[config.mk]
export PLATFORM = sky130hd
export DESIGN_NAME = uart_rx_8n1
export DESIGN_NICKNAME = d
export VERILOG_FILES = /design/src/rtl/uart_rx_8n1.sv
export SDC_FILE = /design/constraint.sdc
export NUM_CORES = 1
export LEC_CHECK = 0
export ABC_AREA = 1
export ABC_CLOCK_PERIOD_IN_PS = 3250
export BUFFER_PORTS_ARGS = -buffer_cell sky130_fd_sc_hd__buf_2
export CORE_MARGIN = 5
export CORE_UTILIZATION = 50
export DETAILED_ROUTE_END_ITERATION = 12
export GPL_ROUTABILITY_DRIVEN = 0
export PLACE_DENSITY = 0.68
export SLEW_MARGIN = 20
export SYNTH_ARGS = -nofsm -noshare
export SYNTH_HDL_FRONTEND = slang
export SYNTH_SLANG_ARGS = --single-unit
[constraint.sdc]
create_clock -name clk -period 3.25 [get_ports clk]
set_input_delay 0.4875 -clock clk [delete_from_list [all_inputs] [get_ports clk]]
set_output_delay 0.4875 -clock clk [all_outputs]
set_load 0.005 [all_outputs]
[src/rtl/uart_rx_8n1.sv]
// 8N1 UART receiver: oversampled mid-bit sampling, one-cycle strobes for good
// frames and framing errors, break lockout until the line returns high.
module uart_rx_8n1 #(
    parameter int unsigned CLKS_PER_BIT = 434
) (
    input  logic       clk,
    input  logic       rst_n,
    input  logic       rx,
    output logic [7:0] rx_msg,
    output logic       rx_complete,
    output logic       rx_frame_err,
    output logic       rx_busy
);

    localparam logic [15:0] BIT_LAST  = 16'(CLKS_PER_BIT - 1);
    localparam logic [15:0] HALF_LAST = 16'((CLKS_PER_BIT / 2) - 1);

    localparam logic [2:0] ST_IDLE  = 3'd0;
    localparam logic [2:0] ST_START = 3'd1;
    localparam logic [2:0] ST_DATA  = 3'd2;
    localparam logic [2:0] ST_STOP  = 3'd3;
    localparam logic [2:0] ST_BREAK = 3'd4;

    logic [1:0]  sync_reg, sync_next;
    logic [1:0]  vld_reg, vld_next;
    logic        arm_reg, arm_next;
    logic [2:0]  state_reg, state_next;
    logic [15:0] cnt_reg, cnt_next;
    logic [2:0]  idx_reg, idx_next;
    logic [7:0]  shift_reg, shift_next;
    logic [7:0]  msg_reg, msg_next;
    logic        complete_reg, complete_next;
    logic        ferr_reg, ferr_next;

    logic rx_s;
    logic bit_done;

    assign rx_s     = sync_reg[1];
    assign bit_done = (cnt_reg == BIT_LAST);

    assign sync_next = {sync_reg[0], rx};
    assign vld_next  = {vld_reg[0], 1'b1};
    // Start edges are only honoured once the real line has been seen high,
    // so the tail of a frame cut by reset cannot masquerade as a new start.
    assign arm_next  = arm_reg | (vld_reg[1] & rx_s);

    generate
        for (genvar gi = 0; gi < 8; gi++) begin : g_shift
            assign shift_next[gi] = (state_reg == ST_DATA && bit_done && idx_reg == 3'(gi))
                                    ? rx_s : shift_reg[gi];
        end
    endgenerate

    always_comb begin
        state_next    = state_reg;
        cnt_next      = cnt_reg;
        idx_next      = idx_reg;
        msg_next      = msg_reg;
        complete_next = 1'b0;
        ferr_next     = 1'b0;
        case (state_reg)
            ST_IDLE: begin
                cnt_next = 16'd0;
                idx_next = 3'd0;
                if (arm_reg && !rx_s) begin
                    state_next = ST_START;
                end
            end
            ST_START: begin
                if (cnt_reg == HALF_LAST) begin
                    cnt_next   = 16'd0;
                    state_next = rx_s ? ST_IDLE : ST_DATA;
                end else begin
                    cnt_next = cnt_reg + 16'd1;
                end
            end
            ST_DATA: begin
                if (bit_done) begin
                    cnt_next = 16'd0;
                    idx_next = idx_reg + 3'd1;
                    if (idx_reg == 3'd7) begin
                        state_next = ST_STOP;
                    end
                end else begin
                    cnt_next = cnt_reg + 16'd1;
                end
            end
            ST_STOP: begin
                if (bit_done) begin
                    cnt_next = 16'd0;
                    if (rx_s) begin
                        msg_next      = shift_reg;
                        complete_next = 1'b1;
                        state_next    = ST_IDLE;
                    end else begin
                        ferr_next  = 1'b1;
                        state_next = ST_BREAK;
                    end
                end else begin
                    cnt_next = cnt_reg + 16'd1;
                end
            end
            ST_BREAK: begin
                cnt_next = 16'd0;
                if (rx_s) begin
                    state_next = ST_IDLE;
                end
            end
            default: begin
                cnt_next   = 16'd0;
                state_next = ST_IDLE;
            end
        endcase
    end

    always_ff @(posedge clk or negedge rst_n) begin
        if (!rst_n) begin
            sync_reg     <= 2'b11;
            vld_reg      <= 2'b00;
            arm_reg      <= 1'b0;
            state_reg    <= ST_IDLE;
            cnt_reg      <= 16'd0;
            idx_reg      <= 3'd0;
            shift_reg    <= 8'h00;
            msg_reg      <= 8'h00;
            complete_reg <= 1'b0;
            ferr_reg     <= 1'b0;
        end else begin
            sync_reg     <= sync_next;
            vld_reg      <= vld_next;
            arm_reg      <= arm_next;
            state_reg    <= state_next;
            cnt_reg      <= cnt_next;
            idx_reg      <= idx_next;
            shift_reg    <= shift_next;
            msg_reg      <= msg_next;
            complete_reg <= complete_next;
            ferr_reg     <= ferr_next;
        end
    end

    assign rx_msg       = msg_reg;
    assign rx_complete  = complete_reg;
    assign rx_frame_err = ferr_reg;
    assign rx_busy      = (state_reg != ST_IDLE);

endmodule

==> impl_metrics.tcl, run 1 <==
set metrics [dict create \
    fin_crit_ns 1.75 \
    clk_path_buf_depth 2 \
    fin_nets 319 \
    syn_to_final_growth_pct 8.21 \
    critPathCaptureType "output port" \
    place_area_mm2 0.00249 \
    vias_per_cell 5.02 \
    die_area_mm2 0.00627 \
    fp.dieW_um 79.2 \
    power_density_mw_per_mm2 488 \
    fin_hold_ws_ns 0.174 \
    grt_pass1_wl_um 7620 \
    ys_ff_latch 45 \
    tightest_slew_ns 0.569 \
    max_freq_ghz 0.571 \
    finalMaxSlewViolations 0 \
    timing.final.hold_violations 0 \
    clk_pin_slew_worst_paths_ns 0.09 \
    htree_num_levels 2 \
    peakVddDrop_v 0.000358 \
    tns_ns 0 \
    seq_area_frac_synth 0.472 \
    setup_viol 0 \
    ant_nets 0 \
    grt_remaining_overflow 0 \
    core_mm2 0.00469 \
    cts_buffers 5 \
    required_ns 2.76 \
    synth.net_count 303 \
    finalInstanceArea_mm2 0.00259 \
    dp.cells 354 \
    start_kind "flip-flop" \
    io_buffers 13 \
    path_class "reg -> out" \
    synth.avg_cell_area_um2 8.23 \
    finalPower_mw 1.26 \
    rsz0062_at_grt "false" \
    cts_hold_buf 0 \
    tritoncts "built" \
    antenna_cells 0 \
    post-route-period-util 0.539 \
    cts_sinks 45 \
    arrival_ns 1.26 \
    drv_cap 0 \
    antenna_found_initial 0 \
    cts.repair.resized 0 \
    ff2ff_path_depth 9 \
    initial_core_util 0.510 \
    fin_util 0.552 \
    dp_slack_ns 1.65 \
    crit-reg2reg-capture "state_reg[0]" \
    grt_max_degree 46 \
    drtIter0Drc 88 \
    num_vias 1818 \
    crit_fanout 6 \
    drive_gt1_frac 0.153 \
    fin_cells 362 \
    drc 0 \
    post-dp-hpwl_um 3080 \
    r2r_start "cnt_reg[1]" \
    die_h_um 79.2 \
    avgRoutedWirePerCell_um 12.0 \
    yosysUniqueCellTypes 30 \
    total_leakage_power_nw 1.27 \
    synth_area_mm2 0.00239 \
    track_usage 0.153 \
    max_slew_margin 0.620 \
    largest_register_ffs 16 \
    rows 25 \
    hp-class "in -> async" \
    clk_latency_ns 0.31 \
    outcome "finished, final reports clean" \
    root_buffer "clkbuf_8" \
    cts_setup_buffers 0 \
    regToRegSetupSlack_ns 1.63 \
    firstDrtPassIters 5 \
    finalClockSkew_ns 0.0118 \
    io_pins 14 \
    grt_pass1_vias 1710 \
    drt_wl_total_um 4330 \
    fin_ws_ns 1.50 \
    yosys_warnings 0 \
    synthCells 291 \
]
worst max-delay path: stages, from the launching register on:
cell	delay, ns
dfrtp_1	0.48
nor2_1	0.22
nand2_1	0.12
buf_2	0.14
logic make-up (layout without fill, tap and decap cells):
family	count (synthesis)	count (layout)	synth area share
other	1	1	0.00157
XOR/XNOR	11	11	0.0403
buffers and inverters	32	49	0.0591
flip-flops	45	45	0.472
AND/OR/NAND/NOR	169	169	0.324
adder cells (fa/ha/maj)	9	9	0.0470
AO/OA/AOI/OAI	24	24	0.0570
Yosys cell counts:
| master | n | area [um2] |
|---|---|---|
| nand3_1 | 22 | 110 |
| xnor2_1 | 2 | 17.5 |
| clkinv_2 | 1 | 5.00 |
| a21oi_1 | 14 | 70.1 |
| conb_1 | 1 | 3.75 |
| a21oi_2 | 1 | 8.76 |
| xor2_1 | 9 | 78.8 |
| ha_1 | 9 | 113 |
| a21o_1 | 1 | 7.51 |
| nor2_4 | 4 | 45.0 |
| o21ai_0 | 4 | 20.0 |
| nand2_2 | 5 | 31.3 |
| inv_1 | 23 | 86.3 |
| nor3_2 | 2 | 20.0 |
| dfrtp_1 | 43 | 1080 |
| nand2_4 | 1 | 11.3 |
| dfstp_2 | 2 | 52.6 |
| inv_4 | 1 | 6.26 |
| buf_6 | 2 | 22.5 |
| inv_2 | 3 | 11.3 |
| o21bai_1 | 3 | 22.5 |
| nor2_2 | 3 | 18.8 |
| nor3_1 | 1 | 5.00 |
| nand3_2 | 2 | 20.0 |
| nand3_4 | 1 | 17.5 |
| buf_2 | 2 | 10.0 |
| nand2_1 | 92 | 345 |
| nand4_1 | 6 | 37.5 |
| a21boi_0 | 1 | 7.51 |
| nor2_1 | 30 | 113 |
worst max-delay path by stage:
stage,startpoint,endpoint,slack [ns],cells past startpoint
floorplan,cnt_reg[1],cnt_reg[0],1.89,8
global placement,cnt_reg[1],state_reg[1],1.72,9
detailed placement,cnt_reg[1],state_reg[0],1.65,9
CTS,state_reg[1],rx_busy,1.49,3
global route,state_reg[1],rx_busy,1.39,3
finish,state_reg[1],rx_busy,1.50,3
area by class of cell:
cell class | instances | area (um2)
fillers | 453 | 2100
flip-flops and latches | 45 | 1130
multi-input cells | 214 | 1120
inverters | 28 | 109
clock buffers | 5 | 68.8
repair buffers | 13 | 67.6
well taps | 54 | 67.6
clock inverters | 3 | 25.0
metal layers:
metal  vias to the layer above  global-route usage  wire length (um)
met2                        24               0.241              1920
met1                       843               0.206              2170
met3                         5              0.0374               166
met5                         -                   0                 0
met4                         0              0.0515                67
li1                        946                   -                 -
where the power goes:
part           total [mW]  switching [mW]  internal (mW)
Clock               0.361           0.206          0.155
Combinational       0.269           0.191         0.0777
Sequential          0.634          0.0444          0.589
cell usage in the layout, fill, tap and decap left out, types with 2 or more instances in the layout:
master     n
ha_1       9
nor2_1    30
nand2_2    5
inv_1     23
nand4_1    6
dfrtp_1   43
o21ai_0    4
nor3_2     2
nor2_4     4
inv_2      3
buf_2     12
o21bai_1   3
nand3_1   22
dfstp_2    2
xor2_1     9
nand2_1   92
a21oi_1   14
nand3_2    2
nor2_2     3
xnor2_1    2
clkbuf_8   5
Note: power is estimated with default switching activity, not from simulation.
==> run 2, diff against run 1 <==
- ABC_CLOCK_PERIOD_IN_PS: 3250 -> 1700
- clock period: 3.25 -> 1.7 ns (I/O delays scaled with it)
==> run 2 against run 1 <==
Against the previous run: global-route usage down 0.22 points; first-iteration DRC count down 25%; hold slack worse by 0.13 ns; clock power up 84%; die area unchanged; highest routed layer unchanged; sequential power up 91%; flip-flop and latch count unchanged; non-clock buffer count up 4; design area up 2.0%; largest power group unchanged; total power up 95%.
==> impl_metrics.tcl, run 2 (same netlist as run 1, synthesis figures left out) <==
set metrics [dict create \
    cts_setup_buffers 0 \
    drtIter0Drc 66 \
    io_buffers 13 \
    avgRoutedWirePerCell_um 11.5 \
    required_ns 1.89 \
    timing.final.hold_violations 0 \
    pwr-share-clk 0.269 \
    arrival_ns 1.71 \
    internal_power_mw 1.64 \
    hp-class "in -> reg" \
    post-route-period-util 0.894 \
    firstDrtPassIters 4 \
    fin_crit_ns 1.52 \
    die_area_mm2 0.00627 \
    clk_latency_ns 0.30 \
    peakVddDrop_v 0.000722 \
    syn_to_final_growth_pct 10.4 \
    grt_util_met2 0.240 \
    grt_busiest_layer "met2" \
    power_switching_mw 0.828 \
    initial_core_util 0.510 \
    io_pins 14 \
    swShare 0.336 \
    rsz0062_at_grt "false" \
    min_from "rx" \
    p_seq_frac 0.490 \
    finalMaxSlewViolations 0 \
    path_class "reg -> reg" \
    clk_pin_slew_worst_paths_ns 0.09 \
    tritoncts "built" \
    track_usage 0.151 \
    ant_nets 0 \
    start_kind "flip-flop" \
    core_mm2 0.00469 \
    cts.repair.resized 0 \
    max_slew_margin 0.642 \
    rows 25 \
    r2r_start "cnt_reg[0]" \
    antenna_cells 0 \
    antenna_found_initial 0 \
    finalPower_mw 2.46 \
    grt_util_met3 0.0385 \
    tightest_slew_ns 0.537 \
    max_freq_ghz 0.658 \
    drive_gt1_frac 0.160 \
    cts_hold_buf 1 \
    num_vias 1837 \
    fp.dieW_um 79.2 \
    grtUsageMet1 0.201 \
    startpoint "cnt_reg[0]" \
    p_comb_frac 0.241 \
    drv_cap 0 \
    grt_max_degree 24 \
    cts_sinks 45 \
    post-dp-hpwl_um 3100 \
    tns_ns 0 \
    grt_remaining_overflow 0 \
    vias_per_cell 5.02 \
    outcome "finished, final reports clean" \
    fillCellCount 445 \
    critPathCaptureType "flip-flop" \
    crit_fanout 5 \
    final_cell_mix "nand2_1, dfrtp_1, nor2_1" \
    htree_num_levels 2 \
    power_density_mw_per_mm2 933 \
    largest_register_ffs 16 \
    final_common_cell "nand2_1" \
    grt_pass1_wl_um 7620 \
    finalClockSkew_ns 0.00507 \
    cts_buffers 5 \
    clk_path_buf_depth 2 \
    die_h_um 79.2 \
    setup_viol 0 \
    fin_nets 323 \
    grt_pass1_vias 1704 \
    drc 0 \
    drt_wl_total_um 4210 \
    total_leakage_power_nw 1.30 \
    root_buffer "clkbuf_8" \
]
[run 2: changes by cell type in the layout (fill, tap and decap cells not counted), sizes merged]
cell         previous run  this run
buf                    13        16
clkinv                  2         4
clkinvlp                1         0
dlygate4sd3             0         1
inv                    28        27
[run 2: layout make-up]
cell class                      count  area, um2  share of cell area
Tap cell                           54       67.6              0.0256
Clock inverter                      3       22.5             0.00852
Multi-Input combinational cell    214       1120               0.425
Inverter                           28        109              0.0412
Clock buffer                        5       68.8              0.0260
Timing Repair Buffer               17        123              0.0464
Sequential cell                    45       1130               0.427
[run 2: path summary, 6_finish.rpt]
path                                to  slack (ns)  cells past startpoint
max reg2reg                cnt_reg[14]        0.18                      7
min in group asynchronous  cnt_reg[11]        0.46                      2
max                        cnt_reg[14]        0.18                      7
min                        sync_reg[0]        0.05                      1
max in group asynchronous   idx_reg[2]        0.73                      3
min reg2reg                 vld_reg[1]        0.35                      0
[run 2: layer usage]
layer  up-vias  part of all wire
met4         0            0.0095
li1        964                 -
met1       836              0.50
met3         6             0.045
met5         -                 0
met2        31              0.44
[run 2: per-stage QoR]
stage	hold WS [ns]	instances	cell area (um2)	utilization	setup WS, ns
after floorplan	-0.0406	291	2390	-	0.335
after global placement	0.268	357	2540	0.542	0.225
after detailed placement	0.274	357	2540	0.542	0.201
after CTS	0.0312	366	2640	0.563	0.174
after global routing	0.0333	366	2640	0.563	0.0110
final	0.0459	366	2640	0.563	0.179
[run 2: power groups by stage]
stage	Clock, mW	Combinational (mW)	Sequential, mW
2_1_floorplan	0	0.406	1.21
3_3_place_gp	0	0.593	1.23
3_5_place_dp	0	0.595	1.23
4_1_cts	0.699	0.597	1.21
5_1_grt	0.741	0.665	1.22
6_report	0.664	0.593	1.21
[run 2: critical path: stages, from the launching register on]
cell	delay, ns
dfrtp_1	0.43
ha_1	0.22
nand2_1	0.09
nor2_1	0.18
nand2_1	0.11
nor2_1	0.17
xor2_1	0.16
a21oi_1	0.06
